File: src/rtl/cp_strip_if.sv
// Stream bundle around the cyclic-prefix stripper: time-domain input beats in,
// FFT-length output beats out. The slave modport is the stripper's view.
interface cp_strip_if #(
  parameter int unsigned DATA_W = 32
);
  logic [DATA_W-1:0] s_tdata;
  logic              s_tvalid;
  logic              s_tready;
  logic [DATA_W-1:0] m_tdata;
  logic              m_tvalid;
  logic              m_tready;
  logic              m_tuser;
  logic              m_tlast;

  modport master (
    output s_tdata, s_tvalid, m_tready,
    input  s_tready, m_tdata, m_tvalid, m_tuser, m_tlast
  );

  modport slave (
    input  s_tdata, s_tvalid, m_tready,
    output s_tready, m_tdata, m_tvalid, m_tuser, m_tlast
  );
endinterface

File: src/rtl/cp_strip.sv
// Cyclic-prefix stripper: drops cp_len samples per OFDM symbol and forwards fft_len
// samples with first/last markers, behind a one-deep output register.
module cp_strip #(
  parameter int unsigned DATA_W    = 32,
  parameter int unsigned SYM_CNT_W = 16
) (
  input  logic                 clk,
  input  logic                 rst,
  input  logic                 tready_global,
  input  logic                 config_update,
  input  logic [12:0]          fft_len_in,
  input  logic [8:0]           cp_len_in,
  cp_strip_if.slave            bus,
  output logic [SYM_CNT_W-1:0] sym_cnt,
  output logic                 cfg_err
);

  typedef enum logic [0:0] {StCp, StData} state_e;

  state_e               state_q, state_d;
  logic [12:0]          cnt_q, cnt_d;
  logic [12:0]          fft_len_q, fft_len_d;
  logic [8:0]           cp_len_q, cp_len_d;
  logic [SYM_CNT_W-1:0] sym_cnt_q, sym_cnt_d;
  logic                 cfg_err_q, cfg_err_d;

  logic [DATA_W-1:0]    m_tdata_q, m_tdata_d;
  logic                 m_tvalid_q, m_tvalid_d;
  logic                 m_tuser_q, m_tuser_d;
  logic                 m_tlast_q, m_tlast_d;

  logic                 cfg_legal;
  logic                 s_tready;
  logic                 accept;
  logic                 load;
  logic                 cp_done;
  logic                 sym_done;

  assign cfg_legal = (fft_len_in != 13'd0) && ({4'd0, cp_len_in} < fft_len_in);

  // The config cycle never accepts a beat, so the new geometry starts on a clean boundary.
  always_comb begin
    s_tready = 1'b0;
    if (!config_update) begin
      if (state_q == StCp) begin
        s_tready = tready_global;
      end else begin
        s_tready = tready_global && (!m_tvalid_q || bus.m_tready);
      end
    end
  end

  assign accept   = bus.s_tvalid && s_tready;
  assign load     = accept && (state_q == StData);
  assign cp_done  = (cnt_q == ({4'd0, cp_len_q} - 13'd1));
  assign sym_done = (cnt_q == (fft_len_q - 13'd1));

  // Phase/counter next state
  always_comb begin
    state_d   = state_q;
    cnt_d     = cnt_q;
    fft_len_d = fft_len_q;
    cp_len_d  = cp_len_q;
    sym_cnt_d = sym_cnt_q;
    cfg_err_d = 1'b0;

    if (config_update) begin
      if (cfg_legal) begin
        fft_len_d = fft_len_in;
        cp_len_d  = cp_len_in;
        cnt_d     = 13'd0;
        sym_cnt_d = '0;
        state_d   = (cp_len_in == 9'd0) ? StData : StCp;
      end else begin
        cfg_err_d = 1'b1;
      end
    end else if (accept) begin
      unique case (state_q)
        StCp: begin
          if (cp_done) begin
            state_d = StData;
            cnt_d   = 13'd0;
          end else begin
            cnt_d = cnt_q + 13'd1;
          end
        end
        StData: begin
          if (sym_done) begin
            cnt_d     = 13'd0;
            sym_cnt_d = sym_cnt_q + SYM_CNT_W'(1);
            state_d   = (cp_len_q == 9'd0) ? StData : StCp;
          end else begin
            cnt_d = cnt_q + 13'd1;
          end
        end
        default: begin
          state_d = StCp;
          cnt_d   = 13'd0;
        end
      endcase
    end
  end

  // Output register: a drain and a load in the same cycle keeps valid high with new data.
  always_comb begin
    m_tdata_d  = m_tdata_q;
    m_tuser_d  = m_tuser_q;
    m_tlast_d  = m_tlast_q;
    m_tvalid_d = m_tvalid_q;
    if (load) begin
      m_tdata_d  = bus.s_tdata;
      m_tuser_d  = (cnt_q == 13'd0);
      m_tlast_d  = sym_done;
      m_tvalid_d = 1'b1;
    end else if (m_tvalid_q && bus.m_tready) begin
      m_tvalid_d = 1'b0;
    end
  end

  always_ff @(posedge clk or posedge rst) begin
    if (rst) begin
      state_q   <= StCp;
      cnt_q     <= 13'd0;
      fft_len_q <= 13'd2048;
      cp_len_q  <= 9'd144;
      sym_cnt_q <= '0;
      cfg_err_q <= 1'b0;
    end else begin
      state_q   <= state_d;
      cnt_q     <= cnt_d;
      fft_len_q <= fft_len_d;
      cp_len_q  <= cp_len_d;
      sym_cnt_q <= sym_cnt_d;
      cfg_err_q <= cfg_err_d;
    end
  end

  always_ff @(posedge clk or posedge rst) begin
    if (rst) begin
      m_tdata_q  <= '0;
      m_tvalid_q <= 1'b0;
      m_tuser_q  <= 1'b0;
      m_tlast_q  <= 1'b0;
    end else begin
      m_tdata_q  <= m_tdata_d;
      m_tvalid_q <= m_tvalid_d;
      m_tuser_q  <= m_tuser_d;
      m_tlast_q  <= m_tlast_d;
    end
  end

  assign bus.s_tready = s_tready;
  assign bus.m_tdata  = m_tdata_q;
  assign bus.m_tvalid = m_tvalid_q;
  assign bus.m_tuser  = m_tuser_q;
  assign bus.m_tlast  = m_tlast_q;
  assign sym_cnt      = sym_cnt_q;
  assign cfg_err      = cfg_err_q;

endmodule

File: src/flat_wrapper.sv
// flat-port wrapper written by rule: the top's interface ports become plain ports
module cp_strip_flat 
#(
  parameter int unsigned DATA_W    = 32,
  parameter int unsigned SYM_CNT_W = 16
)
  (clk, rst, tready_global, config_update, fft_len_in, cp_len_in, sym_cnt, cfg_err, bus_s_tdata, bus_s_tvalid, bus_m_tready, bus_s_tready, bus_m_tdata, bus_m_tvalid, bus_m_tuser, bus_m_tlast);
  cp_strip_if #(.DATA_W(DATA_W)) bus_i ();
  input  logic clk;
  input  logic rst;
  input  logic tready_global;
  input  logic config_update;
  input  logic [12:0] fft_len_in;
  input  logic [8:0] cp_len_in;
  output logic [SYM_CNT_W-1:0] sym_cnt;
  output logic cfg_err;
  input wire logic [$bits(bus_i.s_tdata)-1:0] bus_s_tdata;
  input wire logic [$bits(bus_i.s_tvalid)-1:0] bus_s_tvalid;
  input wire logic [$bits(bus_i.m_tready)-1:0] bus_m_tready;
  output wire logic [$bits(bus_i.s_tready)-1:0] bus_s_tready;
  output wire logic [$bits(bus_i.m_tdata)-1:0] bus_m_tdata;
  output wire logic [$bits(bus_i.m_tvalid)-1:0] bus_m_tvalid;
  output wire logic [$bits(bus_i.m_tuser)-1:0] bus_m_tuser;
  output wire logic [$bits(bus_i.m_tlast)-1:0] bus_m_tlast;
  assign bus_i.s_tdata = bus_s_tdata;
  assign bus_i.s_tvalid = bus_s_tvalid;
  assign bus_i.m_tready = bus_m_tready;
  assign bus_s_tready = bus_i.s_tready;
  assign bus_m_tdata = bus_i.m_tdata;
  assign bus_m_tvalid = bus_i.m_tvalid;
  assign bus_m_tuser = bus_i.m_tuser;
  assign bus_m_tlast = bus_i.m_tlast;
  cp_strip #(.DATA_W(DATA_W), .SYM_CNT_W(SYM_CNT_W)) u_core (.clk(clk), .rst(rst), .tready_global(tready_global), .config_update(config_update), .fft_len_in(fft_len_in), .cp_len_in(cp_len_in), .bus(bus_i), .sym_cnt(sym_cnt), .cfg_err(cfg_err));
endmodule
File: config.mk
export PLATFORM = sky130hd
export DESIGN_NAME = cp_strip_flat
export DESIGN_NICKNAME = d
export VERILOG_FILES = /design/src/rtl/cp_strip_if.sv /design/src/rtl/cp_strip.sv /design/src/flat_wrapper.sv
export SDC_FILE = /design/constraint.sdc
export NUM_CORES = 1
export LEC_CHECK = 0
export CELL_PAD_IN_SITES_DETAIL_PLACEMENT = 1
export CELL_PAD_IN_SITES_GLOBAL_PLACEMENT = 2
export CORE_MARGIN = 2
export CORE_UTILIZATION = 34
export CTS_BUF_LIST = sky130_fd_sc_hd__clkbuf_4
export DETAILED_ROUTE_END_ITERATION = 8
export PLACE_DENSITY_LB_ADDON = 0.1
export SLEW_MARGIN = 10
export SYNTH_ARGS = -nofsm -noshare
export SYNTH_HDL_FRONTEND = slang
export SYNTH_SLANG_ARGS = --single-unit
File: constraint.sdc
create_clock -name clk -period 9.3 [get_ports clk]
set_input_delay 1.86 -clock clk [delete_from_list [all_inputs] [get_ports clk]]
set_output_delay 1.86 -clock clk [all_outputs]
set_load 0.05 [all_outputs]
# Word level (Yosys, flattened, before mapping)
# Index checks and enable logic that the tools add are counted.
# word_totals
register_bits	88
out_inout_bits	53
wordCells	62
in_bits	60
# op_classes
n_addsub	4
n_reduce_logical	18
n_bitwise	1
mux	25
n_eq_ne	3
order_cmp	1
# ops
operator	n
16-bit two-way mux	5
13-bit two-way mux	5
13-bit == test	2
13-bit one-hot mux with 2 select lines	1
9-bit zero test	2
16-bit by 1-bit adder with 16-bit output, second input constant	1
13-bit by 1-bit adder with 13-bit output, second input constant	1
13-bit zero test	1
9-bit by 13-bit < comparator with 1-bit output	1
1-bit two-way mux	13
13-bit nonzero test	1
13-bit by 1-bit subtractor with 13-bit output, second input constant	1
9-bit by 1-bit subtractor with 10-bit output, second input constant	1
2-bit nonzero test	4
1-bit logical AND	5
2-bit AND reduction	2
4-bit AND reduction	1
2-bit by 1-bit inequality test with 1-bit output, second input constant	1
1-bit one-hot mux with 2 select lines	1
1-bit zero test	1
1-bit logical OR	1
1-bit NOT	1

# Logic depth before layout (Yosys ltp)
# Gate-level depths: netlist (run 1).
# logic_depth
ltp_word	8
mapped_depth	10
mapped_depth_nobuf	9

# Worst setup path before layout (run 1)
# No wires, ideal clock.
# synth_timing
kind	input port to output port
start	in config_update
end	out bus_s_tready
arrival_ns	2.846
t_required_ns	7.440
n_path_buf	0
path_slack_ns	4.594
cell_stages	2
cell_sequence	nand2b_1 > a31oi_1
# synth_via
elab_chain_len	1
# synth_lines
item	line_no	rtl
from (decl)	flat_wrapper.sv:12	input logic config_update;
1-bit two-way mux	cp_strip.sv:44	if (!config_update) begin
to (decl)	flat_wrapper.sv:20	output wire logic [$bits(bus_i.s_tready)-1:0] bus_s_tready;
# Every way passes these cells.

# Final worst setup path (run 1)
# Same ends and word-level chain as after synthesis.

==> results.txt, run 1 <==
----------------------------------------------------
[Clock network]
  CTS Root Buffer Type ... sky130_fd_sc_hd__clkbuf_4
  TritonCTS clock tree ... built
  Maximum level of the CTS H-tree ... 3
  Clock buffers created by TritonCTS ... 9
  Sink count of the clock tree ... 88
  Insertion delay to the later sink of the worst-skew pair ... 480 ps
  Post-CTS Hold Buffers ... 0
  Number of buffers inserted by post-CTS setup repair ... 0
  Cells resized by post-CTS repair ... 0
  Maximum clock path buffer count ... 2
  Clock transition time at the flip-flop clock pins of the worst setup and hold paths ... 150 ps

[GRT]
  Overall fraction of global-route tracks in use ... 19.6%
  Initial antenna violation count ... 1
  Largest net degree at the start of global routing ... 57
  Gr ovfl total ... 0
  Vias in the first global route ... 4800
  First-pass GRT wire length ... about 25000 um

[Die]
  Die Width ... 125 um
  Standard-cell row count ... 44
  Die Footprint ... 0.0157 mm^2
  Number of top-level design ports ... 113
  Starting density of the core ... 34.6%
  Die height ... 125 um
  Core Region ... 0.0144 mm^2

[Outcome]
  Outcome ... finished clean

[Run]
  Count of max-cap constraint violations ... 0

[Yosys]
  Ys async rst share ... 100%
  Number of nets in the synthesized netlist ... a little under 600
  Leading register cell type out of synthesis ... sky130_fd_sc_hd__dfrtp_1
  Largest family of logic cells by synthesized area ... simple AND/OR/NAND/NOR gates
  Fraction of the mapped netlist area in compound gates ... 12.0%
  Mean Syn Cell Area ... 9.54 um^2
  Cell Area, Synth ... 0.00500 mm^2
  Simple-gate area share of the yosys netlist ... 21.9%
  Count of different cell masters after synthesis ... 64
  Area share of xor/xnor cells in the synthesized design ... 4.73%
  Gate count after technology mapping ... 524
  Total number of yosys warnings ... 0
  Number of enable-type register cells in the synthesized netlist ... 0
  Total of flip-flops plus latches after synthesis ... between 80 and 90
  Sequential-to-total area share from yosys stat ... between 40% and 50%
  Mux contribution to synthesized area ... 9.21%
  Adder-cell area share of the yosys netlist ... 3.25%

[Route]
  Total detailed-routing wirelength ... 14700 um
  DRC violations left ... 0
  Number of nets still failing antenna checks after routing ... 0
  1st-pass router iterations ... 4
  Initial drt markers ... 170
  WL per Instance ... 18.1 um
  Vias ... between 4000 and 5000
  Via/cell ratio ... 5.32

[Pwr]
  Standby leakage power ... around 2.7 nW
  Power after layout ... around 1.1 mW
  Pwr/cell area ... 168 mW/mm^2
  Worst supply voltage drop on vdd ... 0.101 mV

[Worst setup path]
  Critical Path Source Type ... input port
  Required @ worst endpoint ... 7440 ps
  CP Capture Type ... primary output
  Crit path max fanout ... 13
  Start-to-end type of the worst setup path ... input port to primary output
  WP data arrival ... 3720 ps

[Cells and area]
  Layout cell share with drive strength beyond 1 ... a little over a tenth
  Relative area change from synthesis to final layout ... 28.7%
  Layout Nets ... 698

[Timing]
  Period utilisation layout ... between 60% and 70%
  Final critical-path required period ... 5580 ps
  Setup violation total in the final timing report ... 0
  Setup repair after global routing missed its margin ... no
  Number of hold violations in the final report ... 0
  Transition at the pin with the smallest max-transition slack ... 858 ps
  Slew Limit Fails ... 0
  Achievable clock frequency ... about 180 MHz
  Relative slew slack ... 42.3%
  Clock skew ... 23.2 ps
  Setup TNS ... 0 ps

[Placed design]
  DPL Wire Length ... 11100 um
  Placer's final routability congestion estimate ... 0.807
  Count of buffers inserted at the top-level ports ... 112

[Hold path]
  Worst Hold Class ... register to register

----------------------------------------------------
-- metal layers --
metal / vias up / share of wire, % / global-route usage, %
met5: - / 0 / 0
met1: 2166 / 44 / 23.9
met3: 17 / 6.3 / 6.50
met2: 78 / 48 / 33.4
met4: 0 / 1.5 / 5.36
li1: 2077 / - / -
-- state kept, by name, indices dropped and copies added (netlist names) --
| signal | flops |
|---|---|
| u_core.bus.m_tdata | 32 |
| u_core.sym_cnt | 16 |
| u_core.cnt_q | 13 |
| u_core.fft_len_q | 13 |
| u_core.cp_len_q | 9 |
| u_core.bus.m_tlast | 1 |
| u_core.bus.m_tuser | 1 |
| u_core.bus.m_tvalid | 1 |
| u_core.cfg_err | 1 |
| u_core.state_q | 1 |
-- area by class of cell --
| type | count | area (um^2) |
|---|---|---|
| Tap cell | 184 | 230 |
| Multi-Input combinational cell | 376 | 2560 |
| Antenna cell | 1 | 2.50 |
| Clock buffer | 9 | 67.6 |
| Timing Repair Buffer | 119 | 1170 |
| Sequential cell | 88 | 2210 |
| Fill cell | 1642 | 7990 |
| Inverter | 31 | 118 |
| Clock inverter | 7 | 72.6 |
-- synth_stat cells (all sizes together), types with 6 or more instances --
| library cell | number | share of area, % |
|---|---|---|
| nand3 | 22 | 2.3 |
| nand2b | 8 | 1.0 |
| nand4 | 11 | 1.4 |
| nor3 | 16 | 1.7 |
| ha | 13 | 3.3 |
| and3 | 7 | 0.88 |
| mux2i | 10 | 2.0 |
| buf | 9 | 0.93 |
| or4 | 7 | 1.1 |
| inv | 31 | 2.3 |
| xor2 | 14 | 2.5 |
| nor2 | 16 | 1.2 |
| nor4 | 8 | 1.1 |
| a31oi | 7 | 0.88 |
| a21oi | 9 | 0.90 |
| o21ai | 29 | 2.9 |
| or3 | 6 | 0.75 |
| xnor2 | 13 | 2.3 |
| mux2 | 32 | 7.2 |
| a211oi | 8 | 1.2 |
| nand2 | 82 | 6.2 |
| clkbuf | 20 | 1.5 |
| dfrtp | 85 | 43 |
-- cells in the final DEF (no fill, tap or decap), types with 3 or more instances in the layout --
| master | Yosys | layout |
|---|---|---|
| sky130_fd_sc_hd__o211ai_1 | 5 | 5 |
| sky130_fd_sc_hd__o32ai_1 | 4 | 4 |
| sky130_fd_sc_hd__nor3b_1 | 5 | 5 |
| sky130_fd_sc_hd__and2_1 | 3 | 3 |
| sky130_fd_sc_hd__nand2_1 | 82 | 82 |
| sky130_fd_sc_hd__a211oi_1 | 8 | 8 |
| sky130_fd_sc_hd__buf_4 | 0 | 7 |
| sky130_fd_sc_hd__nand2b_1 | 8 | 8 |
| sky130_fd_sc_hd__nor4_1 | 7 | 7 |
| sky130_fd_sc_hd__a31oi_1 | 7 | 7 |
| sky130_fd_sc_hd__o21ai_0 | 27 | 27 |
| sky130_fd_sc_hd__clkbuf_4 | 0 | 9 |
| sky130_fd_sc_hd__nor4b_1 | 4 | 4 |
| sky130_fd_sc_hd__clkdlybuf4s50_1 | 0 | 112 |
| sky130_fd_sc_hd__dfstp_2 | 3 | 3 |
| sky130_fd_sc_hd__or3_1 | 6 | 6 |
| sky130_fd_sc_hd__nand3_1 | 21 | 21 |
| sky130_fd_sc_hd__xor2_1 | 14 | 14 |
| sky130_fd_sc_hd__xnor2_1 | 13 | 13 |
| sky130_fd_sc_hd__mux2i_1 | 10 | 10 |
| sky130_fd_sc_hd__or4_1 | 6 | 6 |
| sky130_fd_sc_hd__clkinv_4 | 0 | 3 |
| sky130_fd_sc_hd__ha_1 | 13 | 13 |
| sky130_fd_sc_hd__mux2_2 | 32 | 32 |
| sky130_fd_sc_hd__a311oi_1 | 3 | 3 |
| sky130_fd_sc_hd__dfrtp_1 | 85 | 85 |
| sky130_fd_sc_hd__nor2_1 | 16 | 16 |
| sky130_fd_sc_hd__nand4b_1 | 4 | 4 |
| sky130_fd_sc_hd__and3_1 | 7 | 7 |
| sky130_fd_sc_hd__a21oi_1 | 9 | 9 |
| sky130_fd_sc_hd__nand4_1 | 11 | 11 |
| sky130_fd_sc_hd__inv_1 | 31 | 30 |
| sky130_fd_sc_hd__nor3_1 | 15 | 15 |
-- stage by stage --
step	utilization [%]	std cells	setup WS, ps	instance area, um^2	hold slack [ps]
3_3_place_gp	43.6	798	3770	6290	468
5_1_grt	44.6	815	3620	6430	526
2_1_floorplan	-	524	4590	5000	452
4_1_cts	44.6	814	3690	6430	500
6_report	44.6	815	3720	6430	500
3_5_place_dp	43.6	798	3700	6290	474
-- power breakdown --
part | internal, mW | leakage [nW] | switching, mW
logic | 0.148 | 1.50 | 0.228
clock network | 0.0820 | 0.0735 | 0.147
registers | 0.430 | 1.17 | 0.0428
-- logic make-up after synthesis --
logic type	count (synthesis)
AOI/OAI and AO/OA	86
xor gates and xnor gates	27
adders and majority gates	13
buffers and inverters	60
DFF	88
muxes	42
and+or+nand+nor	208
-- worst paths after layout --
path                                             startpoint                                 end  slack, ps  cells after the start
min reg2reg                u_core.fft_len_q[11]$_DFFE_PP1P_    u_core.fft_len_q[11]$_DFFE_PP1P_        500                      2
min                        u_core.fft_len_q[11]$_DFFE_PP1P_    u_core.fft_len_q[11]$_DFFE_PP1P_        500                      2
max in group asynchronous                               rst     u_core.fft_len_q[6]$_DFFE_PP0P_       6400                      3
max                                           config_update                        bus_s_tready       3720                      5
min in group asynchronous                               rst  u_core.bus.m_tdata[11]$_DFFE_PP0P_       1720                      2
max reg2reg                 u_core.fft_len_q[0]$_DFFE_PP0P_      u_core.sym_cnt[14]$_DFFE_PP0P_       5610                      9
-- worst max-delay path, cell delays in order --
cell and delay, ps:
sky130_fd_sc_hd__clkdlybuf4s50_1 400, sky130_fd_sc_hd__buf_4 200, sky130_fd_sc_hd__nand2b_1 180, sky130_fd_sc_hd__a31oi_1 230
sky130_fd_sc_hd__clkdlybuf4s50_1 850
(Power assumes the default switching activity.)
==> inputs of run 2 (changes only) <==
--- a/config.mk
+++ b/config.mk
@@ -8,7 +8,7 @@
 export CELL_PAD_IN_SITES_DETAIL_PLACEMENT = 1
 export CELL_PAD_IN_SITES_GLOBAL_PLACEMENT = 2
 export CORE_MARGIN = 2
-export CORE_UTILIZATION = 34
+export CORE_UTILIZATION = 32
 export CTS_BUF_LIST = sky130_fd_sc_hd__clkbuf_4
 export DETAILED_ROUTE_END_ITERATION = 8
 export PLACE_DENSITY_LB_ADDON = 0.1
==> constraint.sdc (replaced) <==
create_clock -name clk -period 5.25 [get_ports clk]
set_input_delay 1.05 -clock clk [delete_from_list [all_inputs] [get_ports clk]]
set_output_delay 1.05 -clock clk [all_outputs]
set_load 0.05 [all_outputs]
==> run 2 against run 1 <==
  * Critical path depth rose by 5
  * Largest cell class unchanged
  * First-iteration DRC count fell by 24%
  * Clock-buffer cell count did not move
  * Final area rose by 1.1%
  * Global-route usage fell by 0.43 points
  * Non-clock buffer count rose by 1
==> results.txt, run 2 (synthesis gave the netlist of run 1 again) <==
----------------------------------------------------
[Clock network]
  Insertion delay to the later sink of the worst-skew pair ... 480 ps
  Post-CTS Hold Buffers ... 0
  Clock transition time at the flip-flop clock pins of the worst setup and hold paths ... 160 ps
  Cells resized by post-CTS repair ... 0
  TritonCTS clock tree ... built
  Maximum clock path buffer count ... 2
  Maximum level of the CTS H-tree ... 3
  Clock buffers created by TritonCTS ... 9
  Number of buffers inserted by post-CTS setup repair ... 0
  CTS Root Buffer Type ... sky130_fd_sc_hd__clkbuf_4
  Sink count of the clock tree ... 88

[Worst setup path]
  WP data arrival ... approximately 4300 ps
  Critical Path Source Type ... register
  Reg-to-reg critical path endpoint ... u_core.cnt_q[9]$_DFFE_PP0P_
  Startpoint of the most critical register-to-register path ... u_core.fft_len_q[0]$_DFFE_PP0P_
  Critical path buffers and inverters ... 2
  Cell type of the slowest stage on the worst timing path ... sky130_fd_sc_hd__a41oi_1
  Crit-path leading delay family ... simple AND/OR/NAND/NOR gates
  CP Capture Type ... register
  Setup slack, reg-to-reg ... 1300 ps
  Worst reg-to-reg path cell count ... 10
  Crit path max fanout ... 11
  Stage delay of the slowest cell on the critical path ... 850 ps
  Start-to-end type of the worst setup path ... register to register
  Critical Path, Cell by Cell ... inv_1 -> ha_1 -> or4b_1 -> or4_1 -> xnor2_1 -> nor4_2 -> buf_4 -> a41oi_1 -> nand2_1 -> o32ai_1
  Required @ worst endpoint ... ~5600 ps

[Run]
  Count of max-cap constraint violations ... 0

[Timing]
  Relative slew slack ... a little under a third
  Period utilisation layout ... between 70% and 80%
  Setup violation total in the final timing report ... 0
  Final critical-path required period ... approximately 3900 ps
  Number of hold violations in the final report ... 0
  Setup repair after global routing missed its margin ... no
  Achievable clock frequency ... roughly 250 MHz
  Transition at the pin with the smallest max-transition slack ... 1030 ps
  Slew Limit Fails ... 0
  Clock skew ... 9.56 ps
  Setup TNS ... 0 ps

[Placed design]
  Count of buffers inserted at the top-level ports ... 112
  DPL Wire Length ... 11500 um
  Placer's final routability congestion estimate ... 0.771
  Cell count after placement ... between 800 and 900

[Hold path]
  Startpoint of the tightest hold check path ... u_core.fft_len_q[11]$_DFFE_PP1P_
  Worst hold endpoint ... u_core.fft_len_q[11]$_DFFE_PP1P_
  Worst hold path cell count ... 2
  Worst Hold Class ... register to register

[GRT]
  Gr ovfl total ... 0
  Largest net degree at the start of global routing ... 59
  Vias in the first global route ... 4782
  Overall fraction of global-route tracks in use ... 19.2%
  Initial antenna violation count ... 1
  First-pass GRT wire length ... approximately 25000 um

[Cells and area]
  Layout cell share with drive strength beyond 1 ... 11.1%
  Most used cells in the layout excluding fill and tap cells ... sky130_fd_sc_hd__clkdlybuf4s50_1, sky130_fd_sc_hd__dfrtp_1, sky130_fd_sc_hd__nand2_1, sky130_fd_sc_hd__mux2_2, sky130_fd_sc_hd__inv_1
  Total of fill cells in the finished design ... 1757
  Multi-input logic area ... about 0.0026 mm^2
  Relative area change from synthesis to final layout ... 30.0%
  Seq. cell area ... 0.00221 mm^2
  Final Non-Filler Cells ... roughly 840
  Most common library cell in the layout ignoring fill and taps ... sky130_fd_sc_hd__clkdlybuf4s50_1
  End-of-flow core utilization ... 42.6%
  Layout Nets ... 699
  Max FFs per register ... 32

[Outcome]
  Outcome ... finished clean

[Die]
  Die height ... 129 um
  Die Footprint ... 0.0166 mm^2
  Standard-cell row count ... 45
  Starting density of the core ... 32.8%
  Core Region ... ~0.015 mm^2
  Number of top-level design ports ... about 110
  Die Width ... 129 um

[Route]
  Initial drt markers ... 130
  Total detailed-routing wirelength ... between 15000 and 20000 um
  Vias ... between 4000 and 5000
  WL per Instance ... 18.1 um
  Via/cell ratio ... 5.19
  DRC violations left ... 0
  1st-pass router iterations ... 4
  Number of nets still failing antenna checks after routing ... 0

[Pwr]
  Worst supply voltage drop on vdd ... 0.158 mV
  Pwr/cell area ... 304 mW/mm^2
  Standby leakage power ... 2.76 nW

----------------------------------------------------
-- run 2: cell types whose count changed in the layout (fill, tap and decap cells not counted) --
cell	before	now
sky130_fd_sc_hd__inv_6	0	3
sky130_fd_sc_hd__clkinv_4	3	1
sky130_fd_sc_hd__buf_4	7	8
sky130_fd_sc_hd__bufinv_16	1	2
sky130_fd_sc_hd__clkinv_1	1	0
sky130_fd_sc_hd__clkinvlp_4	1	0
-- run 2: report_power, final --
part	switching, mW	leakage (nW)	internal, mW
sequential	0.0784	1.17	0.763
combinational	0.404	1.51	0.262
clock	0.271	0.0913	0.198
-- run 2: layer usage --
layer | up-vias | wire, um | global-route usage (%)
met5 | - | 0 | 0
met4 | 0 | 266 | 7.10
met3 | 16 | 1000 | 5.70
met2 | 92 | 7280 | 31.7
met1 | 2196 | 6710 | 23.8
li1 | 2075 | - | -
-- run 2: how the worst max path moves through the flow --
stage / cells after the start / end / slack (ps) / from
CTS: 10 / u_core.cnt_q[9]$_DFFE_PP0P_ / 1280 / u_core.fft_len_q[0]$_DFFE_PP0P_
floorplan: 1 / u_core.bus.m_tdata[0]$_DFFE_PP0P_ / 1930 / rst
global route: 10 / u_core.cnt_q[9]$_DFFE_PP0P_ / 1010 / u_core.fft_len_q[0]$_DFFE_PP0P_
finish: 10 / u_core.cnt_q[9]$_DFFE_PP0P_ / 1300 / u_core.fft_len_q[0]$_DFFE_PP0P_
global placement: 11 / u_core.cnt_q[6]$_DFFE_PP0P_ / 1350 / fft_len_in[2]
detailed placement: 11 / u_core.cnt_q[9]$_DFFE_PP0P_ / 1250 / fft_len_in[2]
-- run 2: layout make-up --
type	count	share of cell area, %
multi-input cells	376	39.4
flip-flops and latches	88	33.9
repair buffers	120	18.2
well taps	211	4.06
inverters	31	1.81
clock inverters	7	1.54
clock buffers	9	1.04
diodes	1	0.0385
-- run 2: through the flow --
step	power, mW	setup slack (ps)	hold WS (ps)	area [um^2]
after CTS	2.01	1280	499	6500
after floorplan	1.27	1930	452	5000
final	1.98	1300	493	6500
after detailed placement	1.53	1250	477	6330
after global routing	2.08	1010	515	6500
after global placement	1.51	1350	469	6330
-- run 2: worst register-to-register path, delay by kind of cell, from the launching register on --
kind,cells,cell delay (ps)
flip-flops,1,440
AO/OA/AOI/OAI,2,1230
buffers and inverters,2,260
AND/OR/NAND/NOR,4,1470
adder cells (fa/ha/maj),1,250
XOR/XNOR,1,200
==> inputs of run 3 (changes only) <==
--- a/config.mk
+++ b/config.mk
@@ -8,7 +8,7 @@
 export CELL_PAD_IN_SITES_DETAIL_PLACEMENT = 1
 export CELL_PAD_IN_SITES_GLOBAL_PLACEMENT = 2
 export CORE_MARGIN = 2
-export CORE_UTILIZATION = 32
+export CORE_UTILIZATION = 29
 export CTS_BUF_LIST = sky130_fd_sc_hd__clkbuf_4
 export DETAILED_ROUTE_END_ITERATION = 8
 export PLACE_DENSITY_LB_ADDON = 0.1
==> constraint.sdc (replaced) <==
create_clock -name clk -period 3.35 [get_ports clk]
set_input_delay 0.67 -clock clk [delete_from_list [all_inputs] [get_ports clk]]
set_output_delay 0.67 -clock clk [all_outputs]
set_load 0.05 [all_outputs]
==> run 3 against run 2 <==
  * Register-to-register slack lost 1100 ps
  * Wire length increased by 2.8%
  * Highest routed layer unchanged
  * Via count rose by 1.9%
  * Critical path type unchanged
  * Cell count is 3.0% higher
  * Non-clock buffer count grew 16
==> results.txt, run 3 (synthesis gave the netlist of run 1 again) <==
----------------------------------------------------
[Cells and area]
  Relative area change from synthesis to final layout ... 33.7%
  Most common library cell in the layout ignoring fill and taps ... sky130_fd_sc_hd__clkdlybuf4s50_1
  End-of-flow core utilization ... 40.0%
  Total of fill cells in the finished design ... 1916
  Max FFs per register ... 32
  Most used cells in the layout excluding fill and tap cells ... sky130_fd_sc_hd__clkdlybuf4s50_1, sky130_fd_sc_hd__dfrtp_1, sky130_fd_sc_hd__nand2_1, sky130_fd_sc_hd__mux2_2, sky130_fd_sc_hd__inv_1
  Layout cell share with drive strength beyond 1 ... between 10% and 20%
  Layout Nets ... 715
  Final instance area ... ~0.0067 mm^2

[GRT]
  Gr ovfl total ... 0
  First-pass GRT wire length ... 25600 um
  Overall fraction of global-route tracks in use ... 17.9%
  Largest net degree at the start of global routing ... 42
  Initial antenna violation count ... 1
  Vias in the first global route ... 4841

[Route]
  Routed length on met2 ... approximately 7800 um
  Number of nets still failing antenna checks after routing ... 0
  WL met1 ... 6750 um
  Total detailed-routing wirelength ... approximately 16000 um
  Vias ... 4461
  1st-pass router iterations ... 4
  Initial drt markers ... 99
  Detailed route wirelength on metal3 ... 929 um
  Highest layer used for signal routing ... met4
  WL per Instance ... 18.1 um
  DRC violations left ... 0
  Via/cell ratio ... just over 5

[Run]
  Count of max-cap constraint violations ... 0

[Timing]
  Number of hold violations in the final report ... 0
  Relative slew slack ... roughly 56%
  Final critical-path required period ... 3130 ps
  Clock skew ... 19.2 ps
  Transition at the pin with the smallest max-transition slack ... roughly 650 ps
  Setup violation total in the final timing report ... 0
  Period utilisation layout ... just over 90%
  Setup TNS ... 0 ps
  Slew Limit Fails ... 0
  Achievable clock frequency ... 320 MHz
  Setup repair after global routing missed its margin ... no

[Worst setup path]
  Startpoint of the most critical register-to-register path ... u_core.fft_len_q[0]$_DFFE_PP0P_
  Worst reg-to-reg path cell count ... 10
  Critical Path Source Type ... register
  Required @ worst endpoint ... 3770 ps
  Reg-to-reg critical path endpoint ... u_core.sym_cnt[13]$_DFFE_PP0P_
  Setup slack, reg-to-reg ... 220 ps
  Crit path max fanout ... 9
  CP Capture Type ... register
  Start-to-end type of the worst setup path ... register to register
  WP data arrival ... 3540 ps

[Clock network]
  Post-CTS Hold Buffers ... 0
  Insertion delay to the later sink of the worst-skew pair ... 480 ps
  Clock buffers created by TritonCTS ... 9
  TritonCTS clock tree ... built
  CTS Root Buffer Type ... sky130_fd_sc_hd__clkbuf_4
  Maximum level of the CTS H-tree ... 3
  Maximum clock path buffer count ... 2
  Clock transition time at the flip-flop clock pins of the worst setup and hold paths ... 170 ps
  Sink count of the clock tree ... between 80 and 90

[Placed design]
  Count of buffers inserted at the top-level ports ... 112
  Post-Place Cell Area ... about 0.0065 mm^2
  Placer's final routability congestion estimate ... 0.746
  DPL Wire Length ... around 12000 um

[Die]
  Die height ... 135 um
  Starting density of the core ... approximately 30%
  Core Region ... 0.0167 mm^2
  Number of top-level design ports ... 113
  Die Width ... 135 um
  Die Footprint ... 0.0183 mm^2
  Standard-cell row count ... 47

[Pwr]
  Standby leakage power ... 2.86 nW
  Pwr/cell area ... 452 mW/mm^2
  Worst supply voltage drop on vdd ... 0.264 mV
  Power after layout ... 3.02 mW

[Outcome]
  Outcome ... finished clean

[Hold path]
  Worst Hold Class ... input port to asynchronous set/reset pin

----------------------------------------------------
==> run 3: changes by cell type in the layout (fill, tap and decap cells not counted), moves of 2 or more <==
cell / previous run / this run
sky130_fd_sc_hd__buf_4: 8 / 22
sky130_fd_sc_hd__o32ai_1: 4 / 0
sky130_fd_sc_hd__o32ai_2: 1 / 5
sky130_fd_sc_hd__buf_12: 0 / 3
sky130_fd_sc_hd__inv_6: 3 / 0
sky130_fd_sc_hd__inv_8: 0 / 3
sky130_fd_sc_hd__bufinv_16: 2 / 0
==> run 3: area by class of cell <==
cell class                      instances  area [um^2]  area share, %
Antenna cell                            1         2.50         0.0374
Clock buffer                            9         67.6           1.01
Clock inverter                          7         75.1           1.12
Inverter                               31          118           1.76
Multi-Input combinational cell        376         2600           38.9
Sequential cell                        88         2210           33.0
Tap cell                              220          275           4.12
Timing Repair Buffer                  136         1340           20.0
==> run 3: through the flow <==
| step | setup slack (ps) | hold WS (ps) | instances |
|---|---|---|---|
| 6_report | 223 | 477 | 868 |
| 5_1_grt | 20.8 | 463 | 868 |
| 2_1_floorplan | 269 | 452 | 524 |
| 3_5_place_dp | 53.0 | 481 | 849 |
| 3_3_place_gp | 140 | 478 | 849 |
| 4_1_cts | 57.8 | 453 | 865 |
==> run 3: power breakdown <==
group          switching (mW)  internal (mW)  total [mW]
clock                   0.449          0.177       0.626
combinational           0.650          0.434        1.08
sequential              0.115           1.20        1.31
==> run 3: critical path, cell delays in order (launching register included) <==
cell and delay, ps:
sky130_fd_sc_hd__dfrtp_1 450, sky130_fd_sc_hd__inv_1 90, sky130_fd_sc_hd__ha_2 230, sky130_fd_sc_hd__or4b_1 470, sky130_fd_sc_hd__buf_4 170, sky130_fd_sc_hd__a2111oi_4 260
sky130_fd_sc_hd__o32ai_2 200, sky130_fd_sc_hd__nor4b_4 350, sky130_fd_sc_hd__nand3_2 230, sky130_fd_sc_hd__nor4_1 360, sky130_fd_sc_hd__mux2i_1 230
==> run 3: worst max path at each step <==
stage	start	to	slack, ps	depth (start not counted)
4_1_cts	u_core.fft_len_q[0]$_DFFE_PP0P_	u_core.cnt_q[11]$_DFFE_PP0P_	60	11
5_1_grt	u_core.fft_len_q[0]$_DFFE_PP0P_	u_core.sym_cnt[3]$_DFFE_PP0P_	20	10
3_3_place_gp	fft_len_in[6]	u_core.state_q$_DFFE_PP0P_	140	11
2_1_floorplan	u_core.fft_len_q[0]$_DFFE_PP0P_	u_core.sym_cnt[3]$_DFFE_PP0P_	270	9
3_5_place_dp	fft_len_in[6]	u_core.state_q$_DFFE_PP0P_	50	11
6_report	u_core.fft_len_q[0]$_DFFE_PP0P_	u_core.sym_cnt[13]$_DFFE_PP0P_	220	10
==> run 3: repair_timing <==
action                     in CTS  in global routing
setup buffers                   0                  2
gates resized for setup         0                  7
setup endpoints to repair       0                 10
==> run 3: per-layer routing <==
metal	global-route usage, %	up-vias
li1	-	2110
met4	4.11	0
met1	22.0	2240
met5	0	-
met3	5.46	13
met2	30.7	98
